## src/rtl/ball_pkg.sv

```systemverilog
// Shared definitions for the ball motion slice: screen/ball defaults,
// derived travel limits, FSM state type and the 4-bit speed type that the
// upstream speed stage also uses.
package ball_pkg;

    localparam int H_ACTIVE_DEF  = 640;
    localparam int V_ACTIVE_DEF  = 480;
    localparam int BALL_SIZE_DEF = 16;
    localparam int X_INIT_DEF    = 312;
    localparam int Y_INIT_DEF    = 232;

    // Largest legal top-left coordinate on each axis
    localparam int X_MAX = H_ACTIVE_DEF - BALL_SIZE_DEF;
    localparam int Y_MAX = V_ACTIVE_DEF - BALL_SIZE_DEF;

    typedef logic [3:0] speed_t;
    typedef logic [9:0] pos_t;

    typedef enum logic [0:0] {
        S_HOLD = 1'b0,
        S_MOVE = 1'b1
    } state_t;

    // Saturating increment used by the bounce counter
    function automatic logic [7:0] sat_inc8(input logic [7:0] value);
        if (value == 8'hFF) begin
            return value;
        end else begin
            return value + 8'd1;
        end
    endfunction

endpackage

```

## src/rtl/ball_motion_if.sv

```systemverilog
// Frame tick / speed inputs and position / bounce outputs of ball_motion.
// Optional feature macro: BALL_PAUSE_EN adds the iPause input.
interface ball_motion_if;
    import ball_pkg::*;

    logic       iFrame_tick;
    speed_t     iSpeed_X;
    speed_t     iSpeed_Y;
`ifdef BALL_PAUSE_EN
    logic       iPause;
`endif
    pos_t       oBall_X;
    pos_t       oBall_Y;
    logic       oDir_X;
    logic       oDir_Y;
    logic       oMoving;
    logic       oBounce;
    logic [7:0] oBounce_cnt;

`ifdef BALL_PAUSE_EN
    modport master (output iFrame_tick, iSpeed_X, iSpeed_Y, iPause,
                    input  oBall_X, oBall_Y, oDir_X, oDir_Y, oMoving, oBounce, oBounce_cnt);
    modport slave  (input  iFrame_tick, iSpeed_X, iSpeed_Y, iPause,
                    output oBall_X, oBall_Y, oDir_X, oDir_Y, oMoving, oBounce, oBounce_cnt);
`else
    modport master (output iFrame_tick, iSpeed_X, iSpeed_Y,
                    input  oBall_X, oBall_Y, oDir_X, oDir_Y, oMoving, oBounce, oBounce_cnt);
    modport slave  (input  iFrame_tick, iSpeed_X, iSpeed_Y,
                    output oBall_X, oBall_Y, oDir_X, oDir_Y, oMoving, oBounce, oBounce_cnt);
`endif

endinterface

```

## src/rtl/ball_axis_step.sv

```systemverilog
// One-axis step with edge reflection. Purely combinational; the caller
// decides whether the result is committed.
module ball_axis_step
    import ball_pkg::*;
#(
    parameter int MAX = X_MAX
) (
    input  pos_t   pos,
    input  logic   dir,
    input  speed_t spd,
    output pos_t   nxt_pos,
    output logic   nxt_dir,
    output logic   hit
);

    localparam logic [10:0] MAX_W = 11'(MAX);

    logic [10:0] sum_s;
    logic [10:0] pos_w_s;
    logic [10:0] spd_w_s;

    // Widen to 11 bits so pos+spd can never wrap before the edge compare
    always_comb begin
        pos_w_s = {1'b0, pos};
        spd_w_s = {7'd0, spd};
        sum_s   = pos_w_s + spd_w_s;
    end

    // Advance in the current direction, clamping to the edge and reversing on contact
    always_comb begin
        nxt_pos = pos;
        nxt_dir = dir;
        hit     = 1'b0;
        if (spd == 4'd0) begin
            // A stationary axis never reflects, even when parked on an edge
            nxt_pos = pos;
            nxt_dir = dir;
            hit     = 1'b0;
        end else if (dir == 1'b1) begin
            if (sum_s >= MAX_W) begin
                nxt_pos = MAX_W[9:0];
                nxt_dir = 1'b0;
                hit     = 1'b1;
            end else begin
                nxt_pos = sum_s[9:0];
                nxt_dir = 1'b1;
                hit     = 1'b0;
            end
        end else begin
            if (pos_w_s <= spd_w_s) begin
                nxt_pos = 10'd0;
                nxt_dir = 1'b1;
                hit     = 1'b1;
            end else begin
                nxt_pos = pos - {6'd0, spd};
                nxt_dir = 1'b0;
                hit     = 1'b0;
            end
        end
    end

endmodule

```

## src/rtl/ball_motion.sv

```systemverilog
// Ball position/direction state, HOLD/MOVE FSM and bounce counter.
// Updates only in the frame-tick cycle; results appear one clock later.
// Optional feature macro: BALL_PAUSE_EN (ticks are ignored while iPause=1).
module ball_motion
    import ball_pkg::*;
#(
    parameter int H_ACTIVE  = H_ACTIVE_DEF,
    parameter int V_ACTIVE  = V_ACTIVE_DEF,
    parameter int BALL_SIZE = BALL_SIZE_DEF,
    parameter int X_INIT    = X_INIT_DEF,
    parameter int Y_INIT    = Y_INIT_DEF
) (
    input  logic          iCLK,
    input  logic          iRST_n,
    ball_motion_if.slave  bus
);

    localparam int XMAX_P = H_ACTIVE - BALL_SIZE;
    localparam int YMAX_P = V_ACTIVE - BALL_SIZE;

    state_t     state_r;
    state_t     state_nxt_s;
    pos_t       pos_x_r;
    pos_t       pos_y_r;
    logic       dir_x_r;
    logic       dir_y_r;
    logic       moving_r;
    logic       bounce_r;
    logic [7:0] cnt_r;

    logic       tick_ok_s;
    logic       spd_any_s;
    logic       apply_s;
    pos_t       step_x_s;
    pos_t       step_y_s;
    logic       step_dx_s;
    logic       step_dy_s;
    logic       hit_x_s;
    logic       hit_y_s;
    pos_t       pos_x_nxt_s;
    pos_t       pos_y_nxt_s;
    logic       dir_x_nxt_s;
    logic       dir_y_nxt_s;
    logic       bounce_nxt_s;
    logic [7:0] cnt_nxt_s;

    ball_axis_step #(.MAX(XMAX_P)) u_step_x (
        .pos     (pos_x_r),
        .dir     (dir_x_r),
        .spd     (bus.iSpeed_X),
        .nxt_pos (step_x_s),
        .nxt_dir (step_dx_s),
        .hit     (hit_x_s)
    );

    ball_axis_step #(.MAX(YMAX_P)) u_step_y (
        .pos     (pos_y_r),
        .dir     (dir_y_r),
        .spd     (bus.iSpeed_Y),
        .nxt_pos (step_y_s),
        .nxt_dir (step_dy_s),
        .hit     (hit_y_s)
    );

    // Qualify the frame tick (pause gating) and detect any non-zero speed
    always_comb begin
`ifdef BALL_PAUSE_EN
        tick_ok_s = bus.iFrame_tick & ~bus.iPause;
`else
        tick_ok_s = bus.iFrame_tick;
`endif
        spd_any_s = (bus.iSpeed_X != 4'd0) || (bus.iSpeed_Y != 4'd0);
        apply_s   = tick_ok_s & spd_any_s;
    end

    // FSM state register
    always_ff @(posedge iCLK) begin
        if (!iRST_n) begin
            state_r <= S_HOLD;
        end else begin
            state_r <= state_nxt_s;
        end
    end

    // FSM next state: start on a moving tick, stop on a zero-speed tick
    always_comb begin
        state_nxt_s = state_r;
        case (state_r)
            S_HOLD: begin
                if (tick_ok_s && spd_any_s) begin
                    state_nxt_s = S_MOVE;
                end else begin
                    state_nxt_s = S_HOLD;
                end
            end
            S_MOVE: begin
                if (tick_ok_s && !spd_any_s) begin
                    state_nxt_s = S_HOLD;
                end else begin
                    state_nxt_s = S_MOVE;
                end
            end
            default: begin
                state_nxt_s = S_HOLD;
            end
        endcase
    end

    // FSM outputs: next position/direction, single bounce pulse for one or both axes
    always_comb begin
        pos_x_nxt_s  = pos_x_r;
        pos_y_nxt_s  = pos_y_r;
        dir_x_nxt_s  = dir_x_r;
        dir_y_nxt_s  = dir_y_r;
        bounce_nxt_s = 1'b0;
        cnt_nxt_s    = cnt_r;
        if (apply_s) begin
            pos_x_nxt_s  = step_x_s;
            pos_y_nxt_s  = step_y_s;
            dir_x_nxt_s  = step_dx_s;
            dir_y_nxt_s  = step_dy_s;
            bounce_nxt_s = hit_x_s | hit_y_s;
            if (hit_x_s || hit_y_s) begin
                cnt_nxt_s = sat_inc8(cnt_r);
            end else begin
                cnt_nxt_s = cnt_r;
            end
        end else begin
            bounce_nxt_s = 1'b0;
        end
    end

    // Registered outputs
    always_ff @(posedge iCLK) begin
        if (!iRST_n) begin
            pos_x_r  <= 10'(X_INIT);
            pos_y_r  <= 10'(Y_INIT);
            dir_x_r  <= 1'b1;
            dir_y_r  <= 1'b1;
            moving_r <= 1'b0;
            bounce_r <= 1'b0;
            cnt_r    <= 8'd0;
        end else begin
            pos_x_r  <= pos_x_nxt_s;
            pos_y_r  <= pos_y_nxt_s;
            dir_x_r  <= dir_x_nxt_s;
            dir_y_r  <= dir_y_nxt_s;
            moving_r <= (state_nxt_s == S_MOVE);
            bounce_r <= bounce_nxt_s;
            cnt_r    <= cnt_nxt_s;
        end
    end

    assign bus.oBall_X     = pos_x_r;
    assign bus.oBall_Y     = pos_y_r;
    assign bus.oDir_X      = dir_x_r;
    assign bus.oDir_Y      = dir_y_r;
    assign bus.oMoving     = moving_r;
    assign bus.oBounce     = bounce_r;
    assign bus.oBounce_cnt = cnt_r;

endmodule

```

## src/flat_wrapper.sv

```systemverilog
// flat-port wrapper written by rule: the top's interface ports become plain ports
module ball_motion_flat import ball_pkg::*;
#(
    parameter int H_ACTIVE  = H_ACTIVE_DEF,
    parameter int V_ACTIVE  = V_ACTIVE_DEF,
    parameter int BALL_SIZE = BALL_SIZE_DEF,
    parameter int X_INIT    = X_INIT_DEF,
    parameter int Y_INIT    = Y_INIT_DEF
)
  (iCLK, iRST_n, bus_iFrame_tick, bus_iSpeed_X, bus_iSpeed_Y, bus_oBall_X, bus_oBall_Y, bus_oDir_X, bus_oDir_Y, bus_oMoving, bus_oBounce, bus_oBounce_cnt);
  ball_motion_if bus_i ();
  input  logic iCLK;
  input  logic iRST_n;
  input wire logic [$bits(bus_i.iFrame_tick)-1:0] bus_iFrame_tick;
  input wire logic [$bits(bus_i.iSpeed_X)-1:0] bus_iSpeed_X;
  input wire logic [$bits(bus_i.iSpeed_Y)-1:0] bus_iSpeed_Y;
  output wire logic [$bits(bus_i.oBall_X)-1:0] bus_oBall_X;
  output wire logic [$bits(bus_i.oBall_Y)-1:0] bus_oBall_Y;
  output wire logic [$bits(bus_i.oDir_X)-1:0] bus_oDir_X;
  output wire logic [$bits(bus_i.oDir_Y)-1:0] bus_oDir_Y;
  output wire logic [$bits(bus_i.oMoving)-1:0] bus_oMoving;
  output wire logic [$bits(bus_i.oBounce)-1:0] bus_oBounce;
  output wire logic [$bits(bus_i.oBounce_cnt)-1:0] bus_oBounce_cnt;
  assign bus_i.iFrame_tick = bus_iFrame_tick;
  assign bus_i.iSpeed_X = bus_iSpeed_X;
  assign bus_i.iSpeed_Y = bus_iSpeed_Y;
  assign bus_oBall_X = bus_i.oBall_X;
  assign bus_oBall_Y = bus_i.oBall_Y;
  assign bus_oDir_X = bus_i.oDir_X;
  assign bus_oDir_Y = bus_i.oDir_Y;
  assign bus_oMoving = bus_i.oMoving;
  assign bus_oBounce = bus_i.oBounce;
  assign bus_oBounce_cnt = bus_i.oBounce_cnt;
  ball_motion #(.H_ACTIVE(H_ACTIVE), .V_ACTIVE(V_ACTIVE), .BALL_SIZE(BALL_SIZE), .X_INIT(X_INIT), .Y_INIT(Y_INIT)) u_core (.iCLK(iCLK), .iRST_n(iRST_n), .bus(bus_i));
endmodule
```

## config.mk

```make
export PLATFORM = sky130hd
export DESIGN_NAME = ball_motion_flat
export DESIGN_NICKNAME = d
export VERILOG_FILES = /design/src/rtl/ball_pkg.sv /design/src/rtl/ball_motion_if.sv /design/src/rtl/ball_axis_step.sv /design/src/rtl/ball_motion.sv /design/src/flat_wrapper.sv
export SDC_FILE = /design/constraint.sdc
export NUM_CORES = 1
export LEC_CHECK = 0
export BUFFER_PORTS_ARGS = -buffer_cell sky130_fd_sc_hd__buf_2
export CAP_MARGIN = 5
export CORE_MARGIN = 10
export CORE_UTILIZATION = 28
export CTS_BUF_LIST = sky130_fd_sc_hd__clkbuf_4
export CTS_CLUSTER_DIAMETER = 100
export DETAILED_ROUTE_END_ITERATION = 8
export PLACE_DENSITY_LB_ADDON = 0.15
export SKIP_CTS_REPAIR_TIMING = 1
export SLEW_MARGIN = 20
export SYNTH_ARGS = -nofsm -noshare
export SYNTH_HDL_FRONTEND = slang
export SYNTH_SLANG_ARGS = --single-unit
```

## constraint.sdc

```tcl
create_clock -name iCLK -period 6.7 [get_ports iCLK]
set_clock_uncertainty 0.2 [all_clocks]
set_input_delay 0.67 -clock iCLK [delete_from_list [all_inputs] [get_ports iCLK]]
set_output_delay 0.67 -clock iCLK [all_outputs]
set_load 0.005 [all_outputs]
```

==> impl_metrics.xml, run 1 <==
<?xml version="1.0" encoding="UTF-8"?>
<metrics>
  <group name="timing">
    <metric name="timing.max_slew.rel_slack" unit="%">51.5</metric>
    <metric name="fin_tns_setup" unit="ns">0</metric>
    <metric name="fmaxAchievable" unit="GHz">0.308</metric>
    <metric name="max_slew.worst_pin.slew" unit="ns">0.723</metric>
    <metric name="timing.final.hold_violations" unit="">0</metric>
    <metric name="finalSetupViolCount" unit="">0</metric>
    <metric name="timing_max_transition_violations_final" unit="">0</metric>
    <metric name="post-route-period-util" unit="%">48.4</metric>
    <metric name="fin_crit" unit="ns">3.24</metric>
    <metric name="rsz0062_at_grt" unit="">no</metric>
  </group>
  <group name="placement">
    <metric name="port_buffers" unit="">42</metric>
    <metric name="gp_routability_congestion" unit="">0.834</metric>
    <metric name="half_perimeter_wire_length_after_placement" unit="mm">6.16</metric>
  </group>
  <group name="cts">
    <metric name="cts.path.max_buffers" unit="">2</metric>
    <metric name="insertion_delay" unit="ns">0.35</metric>
    <metric name="cts.reportedPaths.clkPinSlew" unit="ns">0.11</metric>
    <metric name="cts_tree" unit="">built</metric>
    <metric name="clk_root_buffer_cell" unit="">clkbuf_4</metric>
    <metric name="tritoncts_num_sinks" unit="">32</metric>
    <metric name="htree_num_levels" unit="">2</metric>
    <metric name="clock_buffer_count_from_cts" unit="">5</metric>
  </group>
  <group name="drt">
    <metric name="ratio_of_routed_vias_to_standard_cells" unit="">5.23</metric>
    <metric name="route.detailed.drc" unit="">0</metric>
    <metric name="routed_vias" unit="">2732</metric>
    <metric name="totalWireLength" unit="mm">8.23</metric>
    <metric name="number_of_drc_violations_after_detailed_routing_iteration_0" unit="">176</metric>
    <metric name="detail-route-antenna-nets" unit="">0</metric>
    <metric name="detail_route.first_pass.iterations" unit="">4</metric>
    <metric name="drt-wirelength-per-cell" unit="um">15.8</metric>
  </group>
  <group name="yosys">
    <metric name="syn_avg_cell_area" unit="um2">7.84</metric>
    <metric name="synth_ff_type" unit="">dfxtp_1</metric>
    <metric name="synth_top_cells_by_count" unit="">35 x nand2_1, 32 x dfxtp_1, 26 x a21oi_1, 24 x nor2_1, 23 x inv_1</metric>
    <metric name="synthesis.nets" unit="">387</metric>
    <metric name="yosys.cell_types.count" unit="">69</metric>
    <metric name="yosys_register_bits" unit="">32</metric>
    <metric name="yosysMostFrequentCell" unit="">nand2_1</metric>
    <metric name="synth_top_area_cell" unit="">dfxtp_1</metric>
    <metric name="edff_count_synth" unit="">0</metric>
    <metric name="synth_top_area_share" unit="%">23.0</metric>
    <metric name="synth.yosys.seq_area_share" unit="%">23.0</metric>
    <metric name="ys_top_cells_by_area" unit="">dfxtp_1 23%, ha_1 7.6%, nand2_1 4.7%</metric>
    <metric name="netlist_instances" unit="">355</metric>
    <metric name="netlist_area" unit="um2">2780</metric>
    <metric name="yosys_warnings" unit="">0</metric>
    <metric name="postSynth.asyncResetShare" unit="%">0</metric>
  </group>
  <group name="critical_path">
    <metric name="critical_path.top_delay_family" unit="">compound AO/OA/AOI/OAI gates</metric>
    <metric name="worst-setup-path-type" unit="">input port to flop</metric>
    <metric name="path_cells" unit="">buf_2, ha_1, fa_1, a221oi_2, nand3_1, o311a_2, o221a_2, o211ai_4, a21oi_1, mux2i_1</metric>
    <metric name="crit_slowest_cell" unit="">a221oi_2</metric>
    <metric name="reg2reg_from" unit="">u_core.bus.oBall_Y[0]$_SDFFE_PN0P_</metric>
    <metric name="worst-path-buf-inv" unit="">1</metric>
    <metric name="worstRegToRegCells" unit="">9</metric>
    <metric name="critical_path_peak_fanout" unit="">8</metric>
    <metric name="ff2ff_setup_slack" unit="ns">3.52</metric>
    <metric name="worst_setup_path_start_kind" unit="">input port</metric>
    <metric name="cp.arrival" unit="ns">3.27</metric>
    <metric name="crit_required" unit="ns">6.73</metric>
    <metric name="crit-reg2reg-capture" unit="">u_core.bus.oBounce_cnt[1]$_SDFFE_PN0P_</metric>
    <metric name="capturing_element_type_of_the_critical_path" unit="">flop</metric>
    <metric name="slowest_delay" unit="ns">0.56</metric>
  </group>
  <group name="power">
    <metric name="fin_total_pwr" unit="uW">544</metric>
    <metric name="max_ir_drop_vdd" unit="mV">0.0758</metric>
    <metric name="power.leakage" unit="nW">1.25</metric>
    <metric name="total_power_per_unit_cell_area" unit="nW/um2">172</metric>
  </group>
  <group name="cells_and_area">
    <metric name="post_route_cells_drive_above_1_share" unit="%">19.0</metric>
    <metric name="multi_input_comb_area" unit="um2">1970</metric>
    <metric name="antenna_cells_inserted" unit="">0</metric>
    <metric name="area_growth" unit="%">13.7</metric>
    <metric name="fillers" unit="">1088</metric>
    <metric name="sequential_cell_area" unit="um2">641</metric>
    <metric name="design.final.nets" unit="">420</metric>
  </group>
  <group name="die">
    <metric name="io-pin-count" unit="">43</metric>
    <metric name="floorplan.die.height" unit="um">120</metric>
    <metric name="placeableCoreArea" unit="um2">9730</metric>
    <metric name="die-width" unit="um">120</metric>
    <metric name="row_count" unit="">36</metric>
    <metric name="initial_utilization" unit="%">28.6</metric>
    <metric name="die_footprint" unit="um2">14300</metric>
  </group>
  <group name="global_routing">
    <metric name="globalRoute.totalOverflow" unit="">0</metric>
    <metric name="antenna_found_initial" unit="">0</metric>
    <metric name="grt_usage" unit="%">11.3</metric>
    <metric name="first_global_vias" unit="">2679</metric>
    <metric name="grt_first_pass_wirelength" unit="mm">13.7</metric>
    <metric name="grt_start_max_net_pins" unit="">38</metric>
  </group>
  <group name="job">
    <metric name="maxCapViolations" unit="">0</metric>
  </group>
  <group name="hold_path">
    <metric name="hold_path_end" unit="">u_core.bus.oBounce_cnt[5]$_SDFFE_PN0P_</metric>
    <metric name="holdPathStages" unit="">2</metric>
    <metric name="worstHoldPathType" unit="">flop to flop</metric>
    <metric name="hold_path.startpoint" unit="">u_core.bus.oBounce_cnt[5]$_SDFFE_PN0P_</metric>
  </group>
  <group name="run_status">
    <metric name="outcome" unit="">finished clean</metric>
  </group>
</metrics>
## sequential cells by signal, summed over array words and instances (netlist names), named ones only
signal                  cells
u_core.bus.oBall_X         10
u_core.bus.oBall_Y         10
u_core.bus.oBounce          1
u_core.bus.oBounce_cnt      8
u_core.bus.oDir_X           1
u_core.bus.oDir_Y           1
## layout by cell type, fill, tap and decap left out, drive strengths merged, types with 3 or more instances in the layout
cell    netlist  layout
nor2         25      25
o21ai        22      22
or4           3       3
buf           5      42
a21oi        27      27
xnor2         7       7
mux2i        10      10
a211oi       11      11
or2           5       5
nand2        36      36
o22ai         4       4
o32ai         3       3
dfxtp        32      32
ha           17      17
o21a          5       5
inv          24      24
clkbuf       11       5
nand2b       11      11
nand3        17      17
nor3          7       7
a22oi         3       3
fa            4       4
nor2b         5       5
o211ai        9       9
nor4          4       4
mux2          3       3
a21o          3       3
## worst max path at each step
stage	depth (start not counted)	slack, ns	startpoint	to
after global routing	11	3.27	bus_iSpeed_Y[3]	u_core.bus.oBall_Y[7]$_SDFFE_PN1P_
after floorplan	10	3.59	bus_iSpeed_X[0]	u_core.bus.oBounce_cnt[5]$_SDFFE_PN0P_
final	10	3.46	bus_iSpeed_Y[0]	u_core.bus.oBounce_cnt[1]$_SDFFE_PN0P_
after detailed placement	11	3.09	bus_iSpeed_X[0]	u_core.bus.oBounce_cnt[7]$_SDFFE_PN0P_
after CTS	11	3.49	bus_iSpeed_X[0]	u_core.bus.oBounce_cnt[7]$_SDFFE_PN0P_
after global placement	10	3.13	bus_iSpeed_Y[0]	u_core.bus.oBounce_cnt[1]$_SDFFE_PN0P_
## worst min-delay path: cells and delay by family (launching register included)
kind / cells / cell delay, ns
flip-flops: 1 / 0.34
multiplexers: 1 / 0.05
AND/OR/NAND/NOR: 1 / 0.06
## logic make-up (layout without fill, tap and decap cells)
kind of cell               count (synthesis)  count (layout)  synth area share [%]
xor gates and xnor gates                   8               8                  2.52
adders and majority gates                 21              21                  10.5
and+or+nand+nor                          129             129                  25.0
AOI/OAI and AO/OA                        111             111                  28.1
muxes                                     13              13                  4.81
buffers and inverters                     41              75                  6.07
DFF                                       32              32                  23.0
## metal layers
metal  vias to the layer above  GRT usage, %  part of all wire (%)
met5                         -             0                     0
met4                         0          2.87                   1.3
met3                        10          2.48                   4.9
met2                        65          18.9                    47
met1                      1280          14.4                    47
li1                       1377             -                     -
## cell type report
cell class	count	share of cell area, %
multi-input combinational	282	62.4
sequential	32	20.2
timing repair buffer	42	6.64
tap	133	5.26
inverter	25	2.96
clock inverter	3	1.34
clock buffer	5	1.19
## through the flow
stage / util, % / setup slack, ns / hold slack [ns] / instances / instance area, um2
floorplan: - / 3.59 / 0.267 / 355 / 2780
global placement: 31.7 / 3.13 / 0.268 / 514 / 3090
detailed placement: 31.7 / 3.09 / 0.281 / 514 / 3090
CTS: 32.5 / 3.49 / 0.297 / 522 / 3170
global route: 32.5 / 3.27 / 0.324 / 522 / 3170
finish: 32.5 / 3.46 / 0.289 / 522 / 3170
## power by group
part / switching, mW / internal (mW) / total [mW] / leakage, nW
Combinational: 0.0964 / 0.0676 / 0.164 / 0.945
Clock: 0.0784 / 0.0778 / 0.156 / 0.0412
Sequential: 0.0220 / 0.202 / 0.224 / 0.262
Total: 0.197 / 0.347 / 0.544 / 1.25
Power figures use the tool's default switching activity.
==> run 2: changes to the inputs <==
==> constraint.sdc (replaced) <==
create_clock -name iCLK -period 2.6 [get_ports iCLK]
set_clock_uncertainty 0.2 [all_clocks]
set_input_delay 0.26 -clock iCLK [delete_from_list [all_inputs] [get_ports iCLK]]
set_output_delay 0.26 -clock iCLK [all_outputs]
set_load 0.005 [all_outputs]
==> run 2 against run 1 <==
Critical path depth stayed put. Non-clock buffer count is 95 higher. Via count up 13%. The flow now finishes with violations (negative setup slack). Critical path type is now flop to flop. Largest cell class unchanged. Hold slack got worse by 0.24 ns. First-iteration DRC count decreased by 41%. Final area rose by 36%.
==> impl_metrics.xml, run 2 (synthesized netlist as in run 1, its figures left out) <==
<?xml version="1.0" encoding="UTF-8"?>
<metrics>
  <group name="critical_path">
    <metric name="worst-setup-path-type" unit="">flop to flop</metric>
    <metric name="worst_setup_path_start_kind" unit="">flop</metric>
    <metric name="slowest_delay" unit="ns">0.45</metric>
    <metric name="crit_slowest_cell" unit="">or4_4</metric>
    <metric name="capturing_element_type_of_the_critical_path" unit="">flop</metric>
    <metric name="critical_path_peak_fanout" unit="">7</metric>
    <metric name="path_cells" unit="">ha_4, fa_2, nor3b_4, o31ai_2, or4_4, nor2b_4, o221ai_4, nand3_4, a211oi_2, mux2i_1</metric>
    <metric name="critical_path.top_delay_family" unit="">simple AND/OR/NAND/NOR gates</metric>
    <metric name="crit_required" unit="ns">2.67</metric>
    <metric name="cp.arrival" unit="ns">2.86</metric>
    <metric name="worst-path-buf-inv" unit="">0</metric>
  </group>
  <group name="cells_and_area">
    <metric name="leading_cell_types_in_the_layout_fill_and_taps_excluded" unit="">89 x buf_4, 42 x buf_2, 34 x nand2_1</metric>
    <metric name="most_common_library_cell_in_the_layout_ignoring_fill_and_taps" unit="">buf_4</metric>
    <metric name="postLayoutCoreUtil" unit="%">44.1</metric>
    <metric name="area_growth" unit="%">54.3</metric>
    <metric name="fillers" unit="">1017</metric>
    <metric name="antenna_cells_inserted" unit="">0</metric>
    <metric name="design.final.nets" unit="">515</metric>
    <metric name="post_route_cells_drive_above_1_share" unit="%">46.1</metric>
    <metric name="final-instance-count-excl-fill" unit="">617</metric>
  </group>
  <group name="placement">
    <metric name="half_perimeter_wire_length_after_placement" unit="mm">7.27</metric>
    <metric name="port_buffers" unit="">42</metric>
    <metric name="placed_cells_incl_taps" unit="">601</metric>
    <metric name="gp_routability_congestion" unit="">0.809</metric>
  </group>
  <group name="die">
    <metric name="die-width" unit="um">120</metric>
    <metric name="initial_utilization" unit="%">28.6</metric>
    <metric name="die_footprint" unit="um2">14300</metric>
    <metric name="row_count" unit="">36</metric>
    <metric name="placeableCoreArea" unit="um2">9730</metric>
    <metric name="io-pin-count" unit="">43</metric>
    <metric name="floorplan.die.height" unit="um">120</metric>
  </group>
  <group name="global_routing">
    <metric name="first_global_vias" unit="">3039</metric>
    <metric name="globalRoute.totalOverflow" unit="">0</metric>
    <metric name="grt_first_pass_wirelength" unit="mm">15.5</metric>
    <metric name="antenna_found_initial" unit="">0</metric>
    <metric name="grt_usage" unit="%">12.8</metric>
    <metric name="grt_start_max_net_pins" unit="">34</metric>
  </group>
  <group name="timing">
    <metric name="post-route-period-util" unit="%">107</metric>
    <metric name="timing_max_transition_violations_final" unit="">0</metric>
    <metric name="fin_crit" unit="ns">2.78</metric>
    <metric name="timing.max_slew.rel_slack" unit="%">60.5</metric>
    <metric name="finalSetupViolCount" unit="">22</metric>
    <metric name="timing.final.hold_violations" unit="">0</metric>
    <metric name="max_slew.worst_pin.slew" unit="ns">0.590</metric>
    <metric name="fin_tns_setup" unit="ns">-2.45</metric>
    <metric name="fmaxAchievable" unit="GHz">0.359</metric>
    <metric name="whs" unit="ns">0.0536</metric>
    <metric name="rsz0062_at_grt" unit="">yes</metric>
    <metric name="setup_ws" unit="ns">-0.185</metric>
  </group>
  <group name="cts">
    <metric name="tritoncts_num_sinks" unit="">32</metric>
    <metric name="cts_tree" unit="">built</metric>
    <metric name="insertion_delay" unit="ns">0.33</metric>
    <metric name="cts.reportedPaths.clkPinSlew" unit="ns">0.12</metric>
    <metric name="cts.path.max_buffers" unit="">2</metric>
    <metric name="clk_root_buffer_cell" unit="">clkbuf_4</metric>
    <metric name="htree_num_levels" unit="">2</metric>
    <metric name="clock_buffer_count_from_cts" unit="">5</metric>
  </group>
  <group name="drt">
    <metric name="routed_vias" unit="">3100</metric>
    <metric name="drt-wirelength-per-cell" unit="um">15.4</metric>
    <metric name="ratio_of_routed_vias_to_standard_cells" unit="">5.02</metric>
    <metric name="detail-route-antenna-nets" unit="">0</metric>
    <metric name="detail_route.first_pass.iterations" unit="">4</metric>
    <metric name="route.detailed.drc" unit="">0</metric>
    <metric name="number_of_drc_violations_after_detailed_routing_iteration_0" unit="">104</metric>
    <metric name="totalWireLength" unit="mm">9.47</metric>
  </group>
  <group name="power">
    <metric name="max_ir_drop_vdd" unit="mV">0.212</metric>
    <metric name="power.leakage" unit="nW">1.78</metric>
    <metric name="total_power_per_unit_cell_area" unit="nW/um2">399</metric>
  </group>
  <group name="run_status">
    <metric name="failed_checks" unit="">negative setup slack</metric>
    <metric name="outcome" unit="">complete, but fails checks</metric>
  </group>
  <group name="job">
    <metric name="maxCapViolations" unit="">0</metric>
  </group>
  <group name="hold_path">
    <metric name="worstHoldPathType" unit="">input port to flop</metric>
  </group>
</metrics>
## run 2: worst register-to-register path, delay by kind of cell, from the launching register on
family	cells	cell delay (ns)
simple gates	4	1.04
compound gates	3	0.56
fa+ha+maj	2	0.35
flops	1	0.38
mux	1	0.20
## run 2: worst paths after layout
kind | slack [ns] | from | cells past startpoint | end
setup reg to reg | -0.18 | u_core.bus.oBall_X[0]$_SDFFE_PN0P_ | 10 | u_core.bus.oBounce_cnt[7]$_SDFFE_PN0P_
hold reg to reg | 0.29 | u_core.bus.oBounce_cnt[7]$_SDFFE_PN0P_ | 2 | u_core.bus.oBounce_cnt[7]$_SDFFE_PN0P_
setup / recovery | -0.18 | u_core.bus.oBall_X[0]$_SDFFE_PN0P_ | 10 | u_core.bus.oBounce_cnt[7]$_SDFFE_PN0P_
hold / removal | 0.05 | iRST_n | 3 | u_core.bus.oBall_X[2]$_SDFFE_PN0P_
## run 2: where the power goes
part	internal [mW]	leakage (nW)	switching (mW)
clock	0.212	0.0456	0.203
sequential	0.522	0.264	0.0435
combinational	0.380	1.47	0.353
total	1.11	1.78	0.599
## run 2: layout make-up
class	count	area, um2	share of cell area, %
Multi-Input combinational cell	282	2340	54.5
Clock buffer	6	45.0	1.05
Tap cell	133	166	3.87
Clock inverter	2	35.0	0.816
Inverter	25	93.8	2.18
Timing Repair Buffer	137	962	22.4
Sequential cell	32	653	15.2
## run 2: layer usage
layer  vias to the layer above  wire length (um)  track usage [%]
li1                       1562                 -                -
met5                         -                 0                0
met4                         0                61             2.49
met3                         5               264             2.16
met2                        40              4620             21.2
met1                      1493              4530             17.1
## run 2: metrics by stage
stage                     power [mW]  instance area (um2)  setup WS [ns]
after floorplan                0.914                 2910        -0.0391
after global placement          1.22                 3870         -0.269
after detailed placement        1.22                 3870         -0.282
after CTS                       1.64                 3950         -0.286
final                           1.71                 4300         -0.185
after global routing            1.83                 4300         -0.325
